## src/rtl/ext_irq_responder.sv

```systemverilog
// ext_irq_responder: memory-mapped external interrupt source with
// programmable period/mode and an ACK-driven pending-request counter.
module ext_irq_responder #(
    parameter logic [31:0] BASE   = 32'h0000_7F20,
    parameter int          PEND_W = 4
) (
    input  logic        clk,
    input  logic        reset,
    input  logic [31:0] addr,
    input  logic [3:0]  byteen,
    input  logic [31:0] wdata,
    output logic [31:0] rdata,
    output logic        irq
);

    localparam logic [1:0] S_IDLE = 2'd0;
    localparam logic [1:0] S_LOAD = 2'd1;
    localparam logic [1:0] S_CNT  = 2'd2;
    localparam logic [1:0] S_FIRE = 2'd3;

    localparam logic [1:0] OFF_ACK    = 2'd0;
    localparam logic [1:0] OFF_CTRL   = 2'd1;
    localparam logic [1:0] OFF_PERIOD = 2'd2;
    localparam logic [1:0] OFF_STATUS = 2'd3;

    localparam logic [PEND_W-1:0] PEND_MAX = {PEND_W{1'b1}};

    logic [1:0]        state;
    logic              en;
    logic              mode;
    logic [31:0]       period;
    logic [31:0]       count;
    logic [PEND_W-1:0] pending;
    logic [PEND_W-1:0] pending_nxt;

    logic       sel;
    logic       wr;
    logic [1:0] off;
    logic       ack;
    logic       fire;

    assign sel  = (addr[31:4] == BASE[31:4]);
    assign off  = addr[3:2];
    assign wr   = sel && (byteen != 4'b0000);
    assign ack  = wr && (off == OFF_ACK);
    assign fire = (state == S_FIRE);

    // Next pending count: fire adds, ack retires, both together cancel out.
    always_comb begin
        pending_nxt = pending;
        if (fire && !ack) begin
            if (pending != PEND_MAX)
                pending_nxt = pending + 1'b1;
        end else if (ack && !fire) begin
            if (pending != '0)
                pending_nxt = pending - 1'b1;
        end
    end

    // Sequencer plus CTRL register; a software CTRL write overrides the
    // one-shot auto-disable when both land on the same edge.
    always_ff @(posedge clk) begin
        if (reset) begin
            state <= S_IDLE;
            count <= '0;
            en    <= 1'b0;
            mode  <= 1'b0;
        end else begin
            case (state)
                S_IDLE: begin
                    if (en && (period != '0))
                        state <= S_LOAD;
                end
                S_LOAD: begin
                    count <= period;
                    state <= S_CNT;
                end
                S_CNT: begin
                    if (!en)
                        state <= S_IDLE;
                    else if (count > 32'd1)
                        count <= count - 32'd1;
                    else
                        state <= S_FIRE;
                end
                default: begin
                    if (mode && en) begin
                        state <= S_LOAD;
                    end else begin
                        en    <= 1'b0;
                        state <= S_IDLE;
                    end
                end
            endcase
            if (wr && (off == OFF_CTRL) && byteen[0]) begin
                en   <= wdata[0];
                mode <= wdata[1];
            end
        end
    end

    // PERIOD register with per-byte write enables.
    always_ff @(posedge clk) begin
        if (reset) begin
            period <= '0;
        end else if (wr && (off == OFF_PERIOD)) begin
            for (int b = 0; b < 4; b++) begin
                if (byteen[b])
                    period[8*b +: 8] <= wdata[8*b +: 8];
            end
        end
    end

    // Pending counter and the registered interrupt line.
    always_ff @(posedge clk) begin
        if (reset) begin
            pending <= '0;
            irq     <= 1'b0;
        end else begin
            pending <= pending_nxt;
            irq     <= (pending_nxt != '0);
        end
    end

    // Combinational read mux; anything outside the window reads zero.
    always_comb begin
        rdata = '0;
        if (sel) begin
            case (off)
                OFF_CTRL:   rdata = {30'd0, mode, en};
                OFF_PERIOD: rdata = period;
                OFF_STATUS: begin
                    rdata[PEND_W-1:0] = pending;
                    rdata[31]         = irq;
                end
                default:    rdata = '0;
            endcase
        end
    end

endmodule
```

## config.mk

```make
export PLATFORM = sky130hd
export DESIGN_NAME = ext_irq_responder
export DESIGN_NICKNAME = d
export VERILOG_FILES = /design/src/rtl/ext_irq_responder.sv
export SDC_FILE = /design/constraint.sdc
export NUM_CORES = 1
export LEC_CHECK = 0
export BUFFER_PORTS_ARGS = -buffer_cell sky130_fd_sc_hd__clkbuf_2
export CAP_MARGIN = 10
export CORE_MARGIN = 2
export CORE_UTILIZATION = 60
export CTS_BUF_LIST = sky130_fd_sc_hd__clkbuf_2 sky130_fd_sc_hd__clkbuf_4 sky130_fd_sc_hd__clkbuf_8
export CTS_CLUSTER_DIAMETER = 120
export CTS_CLUSTER_SIZE = 25
export DETAILED_ROUTE_END_ITERATION = 8
export PLACE_DENSITY_LB_ADDON = 0.1
export SYNTH_ARGS = -nofsm -noshare
export SYNTH_HDL_FRONTEND = slang
export SYNTH_SLANG_ARGS = --single-unit
```

## constraint.sdc

```tcl
create_clock -name clk -period 5.71 [get_ports clk]
set_input_delay 0.571 -clock clk [delete_from_list [all_inputs] [get_ports clk]]
set_output_delay 0.571 -clock clk [all_outputs]
set_load 0.05 [all_outputs]
```

Yosys cells after proc, flatten, opt, wreduce, memory -nomap -nowiden
Cells that the tools add are included.
Word-level totals
  register bits after elaboration: 73
  bits in latches: 0
  RAM bits: 0
  bits in read-only memories: 0
  bits of input ports: 70
  output and inout bits: 33
  memories: 0
Cells by class
  add/sub/neg operators: 3
  multipliers: 0
  divide/modulo/power cells: 0
  order comparisons: 1
  equal/unequal tests: 14
  shift-type cells: 0
  muxes and demuxes: 19
  bitwise gates (word level): 0
  reductions and logical operators: 26
Operators by type and width (number)
  $mux W32: 3
  $pmux W32 S2: 1
  $gt A32 B1 Y1 const B: 1
  $reduce_bool A32 Y1: 1
  $sub A32 B1 Y32 const B: 1
  $eq A28 B11 Y1 const B: 1
  $mux W27: 1
  $mux W4: 4
  $pmux W4 S3: 1
  $reduce_and A2 Y1: 6
  $reduce_bool A4 Y1: 3
  $logic_and A1 B1 Y1: 9
  $eq A2 B2 Y1 const B: 4
  $mux W2: 3
  $ne A2 B2 Y1 const B: 3
  $pmux W2 S3: 1
  $add A4 B1 Y4 const B: 1
  $eq A2 B1 Y1 const B: 2
  $logic_not A2 Y1: 2
  $mux W1: 4
  $ne A2 B1 Y1 const B: 2
  $ne A4 B4 Y1 const B: 1
  $sub A4 B1 Y4 const B: 1
  $ne A3 B3 Y1 const B: 1
  other kinds (5): 6

Depth between registers and ports, before layout
  depth in word-level cells: 7
  mapped depth: 9
  depth with buffers taken out: 8

Worst setup path before layout
No wires, ideal clock.
  path kind: input-to-output
  from: input port addr[17]
  to: output port rdata[11]
  data arrival time: 2337 ps
  required time: 5139 ps
  setup slack: 2802 ps
  stages: 6
  buffers on the path: 2
  path through: nor4b_1 > nand4_1 > nor4_1 > clkbuf_2 > clkbuf_1 > and2_1
On the way
  word-level cells in the longest chain between the ends: 2
Ends and longest elaborated chain
  from (decl): RTL line 9  | input logic [31:0] addr,
  $eq A28 B11 Y1: RTL line 42  | assign sel = (addr[31:4] == BASE[31:4]);
  $mux W32: RTL line 128  | if (sel) begin
  to (decl): RTL line 12  | output logic [31:0] rdata,
Every way passes these cells.

Worst setup path after layout
  from: input port addr[17]
  to: output port rdata[26]
The elaborated chain is that of the path after synthesis.

==> flow_summary_export.csv <==
group,metric,value,unit
outcome,status,"finished, final reports clean",
sta,tns,0,ps
floorplanning,design.core.area,6790,sq um
setup_path,critPathKind,"input port to output port",
setup_path,cp_data_arrival_time,3070,ps
clock_network,cts_tree,"yes",
detailed_routing,postRouteAntennaNets,0,
sta,clock.fmax,275,MHz
synth,yosys.area_share.adder,1.19,%
power,seq_power_share,54.2,%
cells_and_area,stdcell_count,715,
synth,ys_ff_latch,73,
synth,synthTopCellsByCount,"dfxtp_1 (73), nor2_1 (67), nand2_1 (60)",
power,intPower,693,uW
setup_path,end_kind,"output port",
synth,syn_area_per_cell,7.85,sq um
placed_design,dp.cells,699,
detailed_routing,routedWlPerCell,15.8,um
floorplanning,row_count,30,
power,p_comb_share,4.4,%
sta,final_hold_viol_count,0,
sta,holdWs,431,ps
cells_and_area,area_growth,16.1,%
floorplanning,die-area,7670,sq um
synth,syn-num-nets,608,
floorplanning,start_util,61.7,%
power,ir_worst_vdd,0.000140,V
setup_path,r2r_cells,7,
cells_and_area,diodes,0,
clock_network,clkSinkCount,73,
power,swShare,26.1,%
synth,ys_async_sr_fraction,0,%
sta,rsz0062_at_grt,"false",
sta,max-slew-margin-rel,24.6,%
clock_network,clk_latency,370,ps
floorplanning,floorplan.die.height,87.6,um
synth,synth-simple-area-share,28.5,%
synth,syn_inst,534,
floorplanning,die_w,87.6,um
power,power_density,193,nW/um^2
detailed_routing,wl,11300,um
global_route,grt_start_max_net_pins,71,
power,p_clk_share,41.4,%
synth,synth_top_area_share,34.8,%
global_route,grt_antenna_before_repair,0,
setup_path,cp-start-kind,"input port",
global_route,grtUsageTotal,30.4,%
sta,fin_crit,3640,ps
synth,muxShareOfSynthArea,10.1,%
worst_hold_path,min_path_type,"input port to flip-flop",
sta,fin_crit_sh,63.7,%
detailed_routing,dr_wl_met2,5410,um
flow_run,drv_cap,0,
synth,synth_top_area_cell,"dfxtp_1",
sta,skew,12.4,ps
cells_and_area,finalNetCount,688,
synth,synth_top_family_by_area,"simple AND/OR/NAND/NOR gates",
clock_network,numCtsBuffers,9,
synth,synth_cell_types,60,
floorplanning,pin_count,103,
placed_design,io_buffers,100,
cells_and_area,drive_gt1_share,22.9,%
clock_network,post_cts_resized,0,
clock_network,cts.path.max_buffers,2,
global_route,grt_pass1_vias,3884,
detailed_routing,drc,0,
synth,synth_edf_count,0,
detailed_routing,vias_per_cell,5.99,
sta,tightest_slew,1120,ps
setup_path,cp_data_required_time,5140,ps
detailed_routing,dr.pass1.iters,7,
detailed_routing,top_layer,"met4",
detailed_routing,vias,4281,
synth,synth_area_leaders,"dfxtp_1 (35%), mux2i_1 (9.1%), nor2_1 (6.0%)",
worst_hold_path,hold_path_depth,3,
synth,synthXorXnorAreaFrac,0.209,%
sta,maxSlewViolCount,0,
global_route,gr-total-overflow,0,
clock_network,root_buffer,"clkbuf_8",
clock_network,htreeDepth,3,
synth,synthesis.area,4190,sq um
power,leakagePower,0.00190,uW
power,p_switching,245,uW
synth,ys_seq_area_share,34.8,%
synth,yosys_most_used_dff,"dfxtp_1",
placed_design,gp_congestion,0.862,
placed_design,dpl.hpwl,8120,um
clock_network,clk_pin_slew,90,ps
detailed_routing,m1WireLength,4680,um
detailed_routing,wl_met3,811,um
synth,synth-warning-count,0,
synth,yosysMostFrequentCell,"dfxtp_1",
synth,synth_compound_area_share,19.8,%
detailed_routing,drt_iter0_markers,317,
setup_path,worstPathMaxFanout,17,
global_route,grt_pass1_wl,18300,um
clock_network,postCtsHoldBufs,0,
sta,setup_violations,0,
clock_network,cts_setup_buffers,0,
==> power groups by stage <==
stage          clock [uW]  sequential [uW]  combinational, uW
2_1_floorplan           0              521               13.0
3_3_place_gp            0              521               40.5
3_5_place_dp            0              521               41.0
4_1_cts               394              509               41.2
5_1_grt               417              509               44.7
6_report              389              508               41.2
==> worst max-delay path: stages <==
cell,delay (ps)
clkbuf_2,80
nor4b_1,310
nand4_1,340
nor4_2,1000
buf_4,330
and2_1,150
clkbuf_2,270
==> registers in the layout, summed over array words and instances, names as in the netlist <==
register and count:
count 32, period 32, pending 4, state 2, en 1, irq 1
mode 1
==> path summary, 6_finish.rpt <==
path,startpoint,slack [ps],endpoint
min reg2reg,count[20],480,count[20]
max reg2reg,state[1],2870,count[15]
min,wdata[13],430,period[13]
max,addr[17],2070,rdata[26]
==> per-layer routing <==
layer / GRT usage [%] / up-vias
met5: 0 / -
met4: 12.7 / 0
met3: 5.00 / 34
met2: 51.0 / 187
met1: 38.8 / 1978
li1: - / 2082
==> placed cells by master, fill, tap and decap left out, types with 5 or more instances in the layout <==
cell type	netlist	layout
nor4_1	18	17
or3_1	7	7
clkbuf_2	1	100
clkbuf_8	0	9
inv_1	13	13
a21oi_1	38	38
dfxtp_1	73	73
nor3_1	19	19
nand2_1	60	60
nand3_1	6	6
o32ai_1	5	5
mux2i_1	38	38
nor2_1	67	67
nand4_1	5	5
and2_1	31	31
o21ai_0	38	38
o31ai_1	8	8
a211oi_1	6	6
==> logic make-up after synthesis <==
group / after synthesis
AO/OA/AOI/OAI: 129
XOR/XNOR: 1
adder cells (fa/ha/maj): 4
buffers and inverters: 49
flip-flops: 73
multiplexers: 42
AND/OR/NAND/NOR: 236
==> per-stage QoR <==
stage / power [uW] / util (%) / instance area [sq um] / worst slack [ps]
CTS: 944 / 71.7 / 4870 / 2050
global placement: 561 / 69.0 / 4680 / 2110
floorplan: 534 / - / 4190 / 2800
detailed placement: 562 / 69.0 / 4680 / 2050
finish: 939 / 71.7 / 4870 / 2070
global route: 970 / 71.7 / 4870 / 1730
==> layout make-up <==
cell class	count	area, sq um
clock buffer	9	124
clock inverter	7	60.1
fill	556	1930
inverter	14	52.6
multi-input combinational	412	2520
sequential	73	1460
tap	96	120
timing repair buffer	104	531
Note: power is estimated with default switching activity, not from simulation.
